$ cat config.mk
export PLATFORM = sky130hd
export DESIGN_NAME = i2c_slave_regs
export DESIGN_NICKNAME = d
export VERILOG_FILES = /design/src/rtl/i2c_slave_regs.sv
export SDC_FILE = /design/constraint.sdc
export NUM_CORES = 1
export LEC_CHECK = 0
export CORE_ASPECT_RATIO = 0.8
export CORE_MARGIN = 2
export CORE_UTILIZATION = 50
export DETAILED_ROUTE_END_ITERATION = 8
export GPL_ROUTABILITY_DRIVEN = 0
export PLACE_DENSITY = 0.69
export SLEW_MARGIN = 40
export SYNTH_ARGS = -nofsm -noshare
export SYNTH_HDL_FRONTEND = slang
export SYNTH_SLANG_ARGS = --single-unit
$ cat constraint.sdc
create_clock -name CLK40 -period 8.7 [get_ports CLK40]
set_input_delay 0.87 -clock CLK40 [delete_from_list [all_inputs] [get_ports CLK40]]
set_output_delay 0.87 -clock CLK40 [all_outputs]
set_load 0.005 [all_outputs]
$ cat src/rtl/i2c_slave_regs.sv
// I2C target with a 16 x 8-bit register file, oversampling SCL/SDA on CLK40.
// Master writes set a pointer and then fill registers; master reads stream registers MSB first.
module i2c_slave_regs #(
  parameter logic [6:0] DEV_ADDR = 7'h51
) (
  input  logic       CLK40,
  input  logic       RST,
  input  logic       SCL_IN,
  input  logic       SDA_IN,
  output logic       SDA_OE,
  input  logic       LCL_WE,
  input  logic [3:0] LCL_ADDR,
  input  logic [7:0] LCL_WDATA,
  output logic [7:0] LCL_RDATA,
  output logic       WR_STB,
  output logic [3:0] WR_ADDR,
  output logic [7:0] WR_DATA,
  output logic       BUSY,
  output logic [3:0] dbg_state
);

  typedef enum logic [3:0] {
    S_IDLE   = 4'd0,
    S_DEVADR = 4'd1,
    S_DEVACK = 4'd2,
    S_PTR    = 4'd3,
    S_PTRACK = 4'd4,
    S_WDATA  = 4'd5,
    S_WDACK  = 4'd6,
    S_RDATA  = 4'd7,
    S_MACK   = 4'd8,
    S_IGNORE = 4'd9
  } state_t;

  // Synchronizers reset to the idle-bus level so reset never fabricates an edge.
  logic scl_s1, scl_s2, scl_h;
  logic sda_s1, sda_s2, sda_h;

  always_ff @(posedge CLK40) begin
    if (RST) begin
      scl_s1 <= 1'b1;
      scl_s2 <= 1'b1;
      scl_h  <= 1'b1;
      sda_s1 <= 1'b1;
      sda_s2 <= 1'b1;
      sda_h  <= 1'b1;
    end else begin
      scl_s1 <= SCL_IN;
      scl_s2 <= scl_s1;
      scl_h  <= scl_s2;
      sda_s1 <= SDA_IN;
      sda_s2 <= sda_s1;
      sda_h  <= sda_s2;
    end
  end

  logic scl_rise, scl_fall, start_det, stop_det;
  assign scl_rise  = scl_s2 & ~scl_h;
  assign scl_fall  = ~scl_s2 & scl_h;
  assign start_det = scl_s2 & scl_h & sda_h & ~sda_s2;
  assign stop_det  = scl_s2 & scl_h & ~sda_h & sda_s2;

  state_t     state;
  logic [7:0] shift;
  logic [3:0] bit_cnt;
  logic       ack_on;
  logic       rw;
  logic [3:0] ptr;
  logic [7:0] regs [16];

  logic [7:0] byte_next;
  logic [3:0] ptr_inc;
  assign byte_next = {shift[6:0], sda_s2};
  assign ptr_inc   = ptr + 4'd1;
  assign dbg_state = state;

  always_ff @(posedge CLK40) begin
    if (RST) begin
      state     <= S_IDLE;
      shift     <= 8'h00;
      bit_cnt   <= 4'd0;
      ack_on    <= 1'b0;
      rw        <= 1'b0;
      ptr       <= 4'd0;
      SDA_OE    <= 1'b0;
      BUSY      <= 1'b0;
      WR_STB    <= 1'b0;
      WR_ADDR   <= 4'd0;
      WR_DATA   <= 8'h00;
      LCL_RDATA <= 8'h00;
      for (int i = 0; i < 16; i++) regs[i] <= 8'h00;
    end else begin
      WR_STB    <= 1'b0;
      LCL_RDATA <= regs[LCL_ADDR];
      // The local write is issued first so a same-address I2C commit below overrides it.
      if (LCL_WE) regs[LCL_ADDR] <= LCL_WDATA;

      if (stop_det) begin
        state   <= S_IDLE;
        SDA_OE  <= 1'b0;
        BUSY    <= 1'b0;
        ack_on  <= 1'b0;
        bit_cnt <= 4'd0;
      end else if (start_det) begin
        state   <= S_DEVADR;
        SDA_OE  <= 1'b0;
        ack_on  <= 1'b0;
        bit_cnt <= 4'd0;
      end else begin
        case (state)
          S_DEVADR: begin
            if (scl_rise) begin
              shift <= byte_next;
              if (bit_cnt == 4'd7) begin
                bit_cnt <= 4'd0;
                rw      <= sda_s2;
                if (shift[6:0] == DEV_ADDR) begin
                  state <= S_DEVACK;
                  BUSY  <= 1'b1;
                end else begin
                  state <= S_IGNORE;
                  BUSY  <= 1'b0;
                end
              end else begin
                bit_cnt <= bit_cnt + 4'd1;
              end
            end
          end

          // ACK slot: first falling edge grabs SDA, second one ends the slot.
          S_DEVACK, S_PTRACK, S_WDACK: begin
            if (scl_fall) begin
              if (!ack_on) begin
                ack_on <= 1'b1;
                SDA_OE <= 1'b1;
              end else begin
                ack_on <= 1'b0;
                if (state == S_DEVACK && rw) begin
                  shift  <= regs[ptr];
                  SDA_OE <= ~regs[ptr][7];
                  state  <= S_RDATA;
                end else begin
                  SDA_OE <= 1'b0;
                  state  <= (state == S_DEVACK) ? S_PTR : S_WDATA;
                end
              end
            end
          end

          S_PTR: begin
            if (scl_rise) begin
              shift <= byte_next;
              if (bit_cnt == 4'd7) begin
                bit_cnt <= 4'd0;
                ptr     <= byte_next[3:0];
                state   <= S_PTRACK;
              end else begin
                bit_cnt <= bit_cnt + 4'd1;
              end
            end
          end

          S_WDATA: begin
            if (scl_rise) begin
              shift <= byte_next;
              if (bit_cnt == 4'd7) begin
                bit_cnt   <= 4'd0;
                regs[ptr] <= byte_next;
                WR_STB    <= 1'b1;
                WR_ADDR   <= ptr;
                WR_DATA   <= byte_next;
                ptr       <= ptr_inc;
                state     <= S_WDACK;
              end else begin
                bit_cnt <= bit_cnt + 4'd1;
              end
            end
          end

          // bit_cnt counts rising edges of the byte; falling edges move the driven bit.
          S_RDATA: begin
            if (scl_rise) begin
              bit_cnt <= bit_cnt + 4'd1;
            end else if (scl_fall) begin
              if (bit_cnt == 4'd8) begin
                SDA_OE  <= 1'b0;
                bit_cnt <= 4'd0;
                state   <= S_MACK;
              end else if (bit_cnt == 4'd0) begin
                SDA_OE <= ~shift[7];
              end else begin
                shift  <= {shift[6:0], 1'b0};
                SDA_OE <= ~shift[6];
              end
            end
          end

          S_MACK: begin
            if (scl_rise) begin
              if (!sda_s2) begin
                ptr   <= ptr_inc;
                shift <= regs[ptr_inc];
                state <= S_RDATA;
              end else begin
                state <= S_IGNORE;
                BUSY  <= 1'b0;
              end
            end
          end

          default: ;
        endcase
      end
    end
  end

endmodule
### After elaboration in Yosys (flattened, before gate mapping)

Memory sizes are Yosys's and may differ from the RTL's. A register that Yosys moved wholly into a read port is not among the register bits.
Cells that the tools add are included.

| word-level totals | value |
|---|---|
| register bits after elaboration | 43 |
| bits in latches | 0 |
| bits in writable memories | 128 |
| memory bits (read-only) | 0 |
| output and inout bits | 27 |
| word-level logic and storage cells | 182 |
| memories kept | 1 |

| cells by class | value |
|---|---|
| add/sub/neg operators | 2 |
| $mul | 0 |
| divide/modulo/power cells | 0 |
| $lt $le $gt $ge | 0 |
| equal/unequal tests | 43 |
| shifts and indexed selects | 0 |
| mux-type cells | 77 |
| bitwise operators | 16 |
| reductions and logical operators | 25 |

Memory list:

| name | words | width | rd ports | clocked after Yosys merged registers in | write ports | line | source |
|---|---|---|---|---|---|---|---|
| regs | 16 | 8 | 3 | 2 | 16 | 69 | `logic [7:0] regs [16];` |

Operator list:

| operator | number |
|---|---|
| $mux W4 | 29 |
| $mux W8 | 12 |
| $ne A3 B3 Y1 const B | 14 |
| $reduce_and A13 Y1 | 3 |
| $ne A2 B2 Y1 const B | 17 |
| $pmux W8 S4 | 1 |
| $mux W1 | 28 |
| $pmux W4 S6 | 1 |
| $eq A4 B3 Y1 const B | 5 |
| $reduce_or A8 Y1 | 2 |
| $pmux W4 S3 | 1 |
| $reduce_and A5 Y1 | 2 |
| $not A1 Y1 | 9 |
| $reduce_and A9 Y1 | 1 |
| $reduce_or A3 Y1 | 3 |
| $add A4 B1 Y4 const B | 2 |
| $eq A4 B2 Y1 const B | 2 |
| $eq A4 B4 Y1 const B | 2 |
| $pmux W4 S2 | 1 |
| $reduce_and A4 Y1 | 2 |
| $and A1 B1 Y1 | 7 |
| $eq A7 B7 Y1 const B | 1 |
| $reduce_bool A7 Y1 | 1 |
| $mux W3 | 2 |
| other kinds (12) | 15 |

### Depth between registers and ports, before layout

Gate-level depths: netlist of the first run.

| depth | value |
|---|---|
| word-level depth | 10 |
| depth in mapped cells | 10 |
| mapped depth without buffers | 7 |

### Worst setup path before layout of the first run

No wires, ideal clock.

| timing path | value |
|---|---|
| path type | reg-to-reg |
| start point | register ptr[0] |
| end point | register shift[5] |
| library setup time | 133 ps |
| data arrival time | 2819 ps |
| data required time | 8567 ps |
| slack | 5748 ps |
| stages on the path, launching flop included | 11 |
| path buffers | 4 |
| clock period less this slack | 2952 ps |
| path through | dfxtp_1 -> buf_2 -> buf_1 -> inv_1 -> ha_1 -> clkbuf_1 -> buf_2 -> mux4_2 -> mux2_2 -> a21oi_1 -> a311oi_1 |

| between the ends | value |
|---|---|
| word-level cells in the longest chain between the ends | 5 |

RTL lines:

| what | line | source |
|---|---|---|
| start: declaration | 68 | `logic [3:0] ptr;` |
| start signal: assignment | 155 | `ptr <= byte_next[3:0];` |
| start signal: assignment | 172 | `ptr <= ptr_inc;` |
| start signal: assignment | 201 | `ptr <= ptr_inc;` |
| $add A4 B1 Y4 | 74 | `assign ptr_inc = ptr + 4'd1;` |
| $mem_v2 Z16 W8 | - |  |
| $mux W8 | 200 | `if (!sda_s2) begin` |
| $mux W8 | 199 | `if (scl_rise) begin` |
| $pmux W8 S4 | 110 | `case (state)` |
| end signal: assignment | 113 | `shift <= byte_next;` |
| end signal: assignment | 192 | `shift <= {shift[6:0], 1'b0};` |
| end signal: assignment | 202 | `shift <= regs[ptr_inc];` |
| end: declaration | 64 | `logic [7:0] shift;` |

No other way between the ends. The select of a mux whose other input is x is not followed.
A chain may end at the register's enable or synchronous reset.

==> impl_metrics.toml, run 1 <==
[outcome]
outcome = "complete, no violations"

[layout]
drive_gt1_frac = 0.193
fill_cells = 1999
seqCellArea_sq_um = 4950
area_growth_pct = 8.00
fin_nets = 1150
multiInputGateArea_sq_um = 6550
final_area_sq_um = 13000

[sta]
fmax_mhz = 291
period_needed_ps = 3440
hold_viol = 0
min_period_over_period = 0.396
slew_violations = 0
rsz0062_at_grt = "false"
skew_ps = 12.3
max-slew-margin-rel = 0.392
final-setup-viol-count = 0
finalSetupTns_ps = 0
tightest_slew_ps = 911

[synth]
synth-seq-area-share = 0.410
yosys_warnings = 0
synthCells = 1167
ys.flop_type = "edfxtp_1"
synthArstFlopShare = 0
syn_area_per_cell_sq_um = 10.3
syn_nets = 1193
ys_types = 70
ys_ff_latch = 183
synth_edf_count = 128
synth_area_sq_um = 12100

[run]
maxCapViolations = 0

[placement]
io_buffers = 43
hpwl_um = 26800
place_area_sq_um = 12400

[die]
die_x_um = 178
core_area_sq_um = 23600
io-pin-count = 44
fp.dieArea_sq_um = 25400
rows = 50
fp.dieH_um = 143
start_util = 0.512

[drt]
via_per_inst = 6.79
first_pass_iters = 5
antenna_left = 0
drc = 0
totalWireLength_um = 39700
vias = 9859
drtIter0Drc = 1580
route.detailed.wl_per_inst_um = 27.3

[clock_tree]
ctsHoldBuffers = 0
cts_resized = 0
clk_path_buf_depth = 2
cts_buffers = 17
cts_root_buffer = "clkbuf_16"
clk_pin_slew_ps = 80
clkSinkCount = 183
post_cts_buffers = 0
worst_skew_pair.late_latency_ps = 450
h-tree-depth = 4
tritoncts = "built"

[worst_setup_path]
cpMaxStageDelayCell = "a2111o_4"
critPathKind = "flop to flop"
crit_fanout = 33
required_ps = 8830
cp-end-kind = "flop"
slowest_delay_ps = 820
cp-start-kind = "flop"
crit_arrival_ps = 3570
path_cells = "ha_1 -> nand4b_1 -> a2111o_4 -> nor4_4 -> or3_1"
reg2regPathDepth = 5

[power]
leakage_nw = 4.07
power_density_nw_per_um2 = 224
total_power_mw = 2.93
ir_worst_vdd_mv = 0.149

[global_route]
grt_pass1_vias = 9119
grt_start_max_net_pins = 68
track_usage = 0.324
antenna_found_initial = 2
gr-total-overflow = 0
grt_pass1_wl_um = 58900

[worst_hold_path]
hold_depth = 1
min_path_type = "flop to flop"
==> critical path: cells and delay by family (launching register included) <==
kind,cells,cell delay (ps)
AND/OR/NAND/NOR,3,1490
AO/OA/AOI/OAI,1,820
adder cells (fa/ha/maj),1,420
flip-flops,1,390
==> path summary, 6_finish.rpt <==
check	from	endpoint	slack, ps
hold reg to reg	scl_s1	scl_s2	410
setup reg to reg	scl_s2	regs[2][7]	5260
hold / removal	scl_s1	scl_s2	410
setup / recovery	scl_s2	regs[2][7]	5260
==> cell usage after synthesis (all sizes together), types with 4 or more instances <==
| cell type | instances | share of area |
|---|---|---|
| a311oi | 9 | 0.0065 |
| dfxtp | 55 | 0.091 |
| or3 | 18 | 0.0093 |
| nor2b | 22 | 0.011 |
| mux2 | 16 | 0.015 |
| ha | 9 | 0.0093 |
| mux4 | 104 | 0.19 |
| a21oi | 44 | 0.018 |
| o21ai | 136 | 0.056 |
| nand3 | 8 | 0.0033 |
| nor3 | 22 | 0.020 |
| nand2 | 291 | 0.090 |
| a31oi | 6 | 0.0031 |
| nand3b | 6 | 0.0037 |
| inv | 9 | 0.0028 |
| nand4 | 30 | 0.016 |
| buf | 68 | 0.032 |
| o21a | 4 | 0.0025 |
| clkbuf | 52 | 0.016 |
| or2 | 9 | 0.0047 |
| mux2i | 7 | 0.0058 |
| nand4b | 5 | 0.0036 |
| nor2 | 32 | 0.010 |
| xor2 | 4 | 0.0035 |
| and2 | 5 | 0.0026 |
| nor4 | 4 | 0.0058 |
| nand2b | 14 | 0.0073 |
| edfxtp | 128 | 0.32 |
==> cell usage in the layout, fill, tap and decap left out, types with 7 or more instances in the layout <==
master,instances
clkbuf_16,17
inv_1,9
buf_2,10
a21oi_1,44
nor2b_1,22
nand2b_1,14
o21ai_0,104
nand4_1,30
clkdlybuf4s50_1,32
ha_1,8
mux4_2,104
nand2_1,291
nor2_1,32
o21ai_1,32
or3_1,18
mux2_2,16
mux2i_1,7
dfxtp_1,52
or2_2,9
nor3_4,12
nand3_1,8
edfxtp_1,128
a311oi_1,9
buf_4,16
==> area by class of cell <==
type | instances | area share
repair buffers | 58 | 0.0376
flip-flops and latches | 183 | 0.380
clock buffers | 17 | 0.0326
clock inverters | 15 | 0.0147
inverters | 9 | 0.00259
multi-input cells | 855 | 0.502
well taps | 312 | 0.0299
diodes | 3 | 0.000576
==> metal layers <==
layer,up-vias,global-route usage,share of wire
li1,4232,-,-
met1,4560,0.429,0.37
met2,894,0.454,0.41
met3,173,0.156,0.17
met4,0,0.135,0.049
met5,-,0,0
==> stage by stage <==
stage | hold WS [ps] | utilization | std cells | setup slack [ps]
2_1_floorplan | 389 | - | 1167 | 5750
3_3_place_gp | 394 | 0.527 | 1417 | 5010
3_5_place_dp | 398 | 0.526 | 1417 | 5070
4_1_cts | 410 | 0.552 | 1449 | 5210
5_1_grt | 433 | 0.552 | 1449 | 5060
6_report | 410 | 0.553 | 1452 | 5260
==> sequential cells by signal (all words and copies together), names as in the netlist, 4 cells and up, named ones only <==
name,cells
regs,128
LCL_RDATA,8
WR_DATA,8
shift,8
WR_ADDR,4
bit_cnt,4
dbg_state,4
ptr,4
==> report_power, final <==
part	leakage (nW)	total, mW	switching (mW)	internal, mW
Combinational	2.11	0.995	0.591	0.404
Sequential	1.67	1.11	0.110	1.00
Clock	0.287	0.820	0.384	0.436
Total	4.07	2.93	1.08	1.84
==> cells by family after synthesis <==
kind of cell | count (synthesis) | share of synthesized area
simple gates | 482 | 0.200
compound gates | 230 | 0.110
flops | 183 | 0.410
buf+inv | 129 | 0.0508
mux | 127 | 0.215
fa+ha+maj | 9 | 0.00933
xor+xnor | 7 | 0.00570
Power figures use the tool's default switching activity.
==> run 2, diff against run 1 <==
--- a/config.mk
+++ b/config.mk
@@ -10,7 +10,7 @@
 export CORE_UTILIZATION = 50
 export DETAILED_ROUTE_END_ITERATION = 8
 export GPL_ROUTABILITY_DRIVEN = 0
-export PLACE_DENSITY = 0.69
+export PLACE_DENSITY = 0.72
 export SLEW_MARGIN = 40
 export SYNTH_ARGS = -nofsm -noshare
 export SYNTH_HDL_FRONTEND = slang
==> constraint.sdc (replaced) <==
create_clock -name CLK40 -period 2.95 [get_ports CLK40]
set_input_delay 0.295 -clock CLK40 [delete_from_list [all_inputs] [get_ports CLK40]]
set_output_delay 0.295 -clock CLK40 [all_outputs]
set_load 0.005 [all_outputs]
==> impl_metrics.toml, run 2 (synthesis gave the netlist of run 1 again) <==
[outcome]
outcome = "finished with violations"
violations = "design-rule violations"

[layout]
drive_gt1_frac = 0.221
final-instance-count-excl-fill = 1509
fill_cells = 1915
antenna_cells = 0
largest-register = "regs"
final_area_sq_um = 13500
area_growth_pct = 11.7
mostFrequentLayoutCell = "nand2_1"
layout_common_cells = "nand2_1 (291), edfxtp_1 (128), o21ai_0 (104), mux4_2 (104), buf_4 (73)"
largest_register_ffs = 128
fin_nets = 1210

[die]
core_area_sq_um = 23600
fp.dieH_um = 143
die_x_um = 178
io-pin-count = 44
rows = 50
start_util = 0.512
fp.dieArea_sq_um = 25400

[clock_tree]
h-tree-depth = 4
tritoncts = "built"
cts_root_buffer = "clkbuf_16"
post_cts_buffers = 0
cts_resized = 0
clk_path_buf_depth = 2
worst_skew_pair.late_latency_ps = 460
cts_buffers = 17
clkSinkCount = 183
clk_pin_slew_ps = 80
ctsHoldBuffers = 0

[worst_hold_path]
min_path_type = "primary input to flop"

[drt]
totalWireLength_um = 40900
drc = 1
antenna_left = 0
via_per_inst = 6.85
route.detailed.wl_per_inst_um = 27.1
vias = 10300
first_pass_iters = 9
drtIter0Drc = 1754

[sta]
final-setup-viol-count = 0
hold_viol = 0
fmax_mhz = 359
max-slew-margin-rel = 0.451
skew_ps = 13.4
min_period_over_period = 0.944
slew_violations = 0
tightest_slew_ps = 822
rsz0062_at_grt = "false"
finalSetupTns_ps = 0
period_needed_ps = 2780

[worst_setup_path]
reg2regPathDepth = 5
rrSetupSlack_ps = 170
crit_end = "shift[2]"
cp-startpoint = "dbg_state[3]"
cp-start-kind = "flop"
required_ps = 3250
r2r_end = "shift[2]"
crit_fanout = 19
crit_arrival_ps = 3090
critPathKind = "flop to flop"
worstReg2RegStart = "dbg_state[3]"
cp-end-kind = "flop"

[global_route]
grt_start_max_net_pins = 40
grt_pass1_wl_um = 60700
gr-total-overflow = 0
grt_pass1_vias = 9603
track_usage = 0.332
antenna_found_initial = 0

[run]
maxCapViolations = 0

[placement]
dp_cells = 1477
io_buffers = 43
place_area_sq_um = 12900
hpwl_um = 28100

[power]
leakage_nw = 4.36
ir_worst_vdd_mv = 0.456
power_density_nw_per_um2 = 645
run 2: changes by cell type in the layout (fill, tap and decap cells not counted), sizes merged:
cell           previous run  this run
clkinvlp                  4         2
clkinv                    5         6
bufinv                    2         1
buf                      26        78
inv                      13        15
clkdlybuf4s50            32        40
diode                     3         0
run 2: worst max-delay path, cell delays in order, from the launching register on:
cell and delay (ps):
dfxtp_1 380, buf_4 240, or4b_1 740, nor2_1 600
a21oi_1 150, a311oi_1 520
run 2: how the worst min path moves through the flow:
stage	from	endpoint	slack, ps	depth (start not counted)
after floorplan	scl_s1	scl_s2	390	1
after global placement	sda_s1	sda_s2	410	1
after detailed placement	scl_s1	scl_s2	410	1
after CTS	RST	WR_DATA[7]	260	2
after global routing	RST	WR_DATA[2]	290	2
final	RST	WR_DATA[7]	270	2
run 2: final cells by class:
type	count	area [sq um]	area share
inverters	9	33.8	0.00251
repair buffers	118	1000	0.0744
clock inverters	15	165	0.0123
clock buffers	17	425	0.0316
flip-flops and latches	183	4950	0.367
multi-input cells	855	6520	0.483
well taps	312	390	0.0290
run 2: power breakdown:
part	internal [mW]	switching, mW	total (mW)	leakage (nW)
logic	1.27	1.85	3.12	2.41
registers	2.96	0.279	3.24	1.67
clock network	1.20	1.14	2.34	0.282
run 2: metal layers:
metal  vias up  track usage  part of all wire
met5         -            0                 0
met4         0        0.139             0.047
met3       194        0.134              0.18
met2       982        0.473              0.42
met1      4798        0.451              0.35
li1       4357            -                 -
run 2: stage by stage:
step | utilization | power [mW] | setup slack [ps] | hold slack, ps
finish | 0.572 | 8.70 | 165 | 274
global route | 0.572 | 8.92 | 174 | 291
CTS | 0.572 | 8.53 | 336 | 260
detailed placement | 0.547 | 6.24 | 203 | 406
global placement | 0.547 | 6.20 | 229 | 408
floorplan | - | 5.25 | 75.8 | 389
==> run 3, diff against run 2 <==
--- a/config.mk
+++ b/config.mk
@@ -8,8 +8,10 @@
 export CORE_ASPECT_RATIO = 0.8
 export CORE_MARGIN = 2
 export CORE_UTILIZATION = 50
+export CTS_CLUSTER_SIZE = 8
 export DETAILED_ROUTE_END_ITERATION = 8
 export GPL_ROUTABILITY_DRIVEN = 0
+export MAX_ROUTING_LAYER = met4
 export PLACE_DENSITY = 0.72
 export SLEW_MARGIN = 40
 export SYNTH_ARGS = -nofsm -noshare
==> impl_metrics.toml, run 3 (synthesis gave the netlist of run 1 again) <==
[sta]
rsz0062_at_grt = "false"
hold_viol = 0
final-setup-viol-count = 0
min_period_over_period = 0.937
slew_violations = 0
skew_ps = 14.5
period_needed_ps = 2760
max-slew-margin-rel = 0.467
tightest_slew_ps = 799
fmax_mhz = 362
finalSetupTns_ps = 0

[drt]
totalWireLength_um = 40700
drtIter0Drc = 1894
first_pass_iters = 9
route.detailed.wl_per_inst_um = 26.9
vias = 10400
drc = 0
antenna_left = 0
via_per_inst = 6.88

[worst_setup_path]
r2r_end = "shift[3]"
cpMaxStageDelayCell = "or4b_1"
reg2regPathDepth = 5
path_delay_family = "simple AND/OR/NAND/NOR gates"
cp.depth = 5
rrSetupSlack_ps = 190
path_buf_inv = 1
crit_fanout = 19
cp-end-kind = "flop"
critPathKind = "flop to flop"
required_ps = 3270
slowest_delay_ps = 740
cp-start-kind = "flop"
worstReg2RegStart = "dbg_state[3]"
crit_end = "shift[3]"
path_cells = "buf_4 -> or4b_1 -> nor2_1 -> a21oi_1 -> a311oi_1"
crit_arrival_ps = 3080
cp-startpoint = "dbg_state[3]"

[layout]
fin_nets = 1210
largest_register_ffs = 128
final_area_sq_um = 13500
area_growth_pct = 11.7
mostFrequentLayoutCell = "nand2_1"
largest-register = "regs"
layout_common_cells = "nand2_1 (291), edfxtp_1 (128), o21ai_0 (104), mux4_2 (104), buf_4 (73)"
drive_gt1_frac = 0.221
antenna_cells = 0

[power]
internal_power_mw = 5.43
leakage_nw = 4.36
clkPwrFrac = 0.270
power_density_nw_per_um2 = 644
seqPwrFrac = 0.372
power_frac_comb = 0.358
power_switching_share = 0.375
p_switching_mw = 3.26
ir_worst_vdd_mv = 0.459

[global_route]
antenna_found_initial = 0
grt_start_max_net_pins = 40
track_usage = 0.342
grt_pass1_wl_um = 60700
grt_pass1_vias = 9627
gr-total-overflow = 0

[clock_tree]
cts_root_buffer = "clkbuf_16"
h-tree-depth = 4
clkSinkCount = 183
tritoncts = "built"
cts_buffers = 17
post_cts_buffers = 0
ctsHoldBuffers = 0
worst_skew_pair.late_latency_ps = 460
clk_path_buf_depth = 2
clk_pin_slew_ps = 80
cts_resized = 0

[placement]
hpwl_um = 28100
io_buffers = 43
place_area_sq_um = 12900

[worst_hold_path]
min_path_type = "primary input to flop"
hold_depth = 2

[outcome]
outcome = "complete, no violations"

[run]
maxCapViolations = 0

[die]
fp.dieArea_sq_um = 25400
die_x_um = 178
rows = 50
core_area_sq_um = 23600
io-pin-count = 44
fp.dieH_um = 143
start_util = 0.512
run 3: power groups by stage:
stage | Combinational (mW) | Clock, mW | Sequential, mW
global placement | 2.95 | 0 | 3.25
floorplan | 2.15 | 0 | 3.09
global route | 3.22 | 2.45 | 3.24
finish | 3.11 | 2.34 | 3.24
detailed placement | 2.98 | 0 | 3.26
CTS | 3.00 | 2.33 | 3.21
run 3: routing by layer:
| layer | track usage | share of wire |
|---|---|---|
| met5 | - | 0 |
| met4 | 0.142 | 0.047 |
| met1 | 0.446 | 0.35 |
| met3 | 0.137 | 0.18 |
| met2 | 0.472 | 0.42 |
run 3: area by class of cell:
cell class / count / area, sq um
fillers: 1915 / 10100
repair buffers: 118 / 1000
well taps: 312 / 390
clock inverters: 15 / 165
flip-flops and latches: 183 / 4950
clock buffers: 17 / 425
inverters: 9 / 33.8
multi-input cells: 855 / 6520
run 3: worst min-delay path by stage:
stage | start | end | slack [ps]
6_report | RST | WR_DATA[7] | 270
5_1_grt | RST | WR_DATA[2] | 290
4_1_cts | RST | WR_DATA[7] | 260
3_5_place_dp | scl_s1 | scl_s2 | 410
3_3_place_gp | sda_s1 | sda_s2 | 410
2_1_floorplan | scl_s1 | scl_s2 | 390
run 3: through the flow:
stage	setup WS [ps]	hold slack [ps]	utilization	cells	power (mW)
floorplan	75.8	389	-	1167	5.25
global placement	229	408	0.547	1477	6.20
detailed placement	203	406	0.547	1477	6.24
CTS	336	260	0.572	1509	8.53
global route	174	290	0.572	1509	8.90
finish	185	271	0.572	1509	8.69
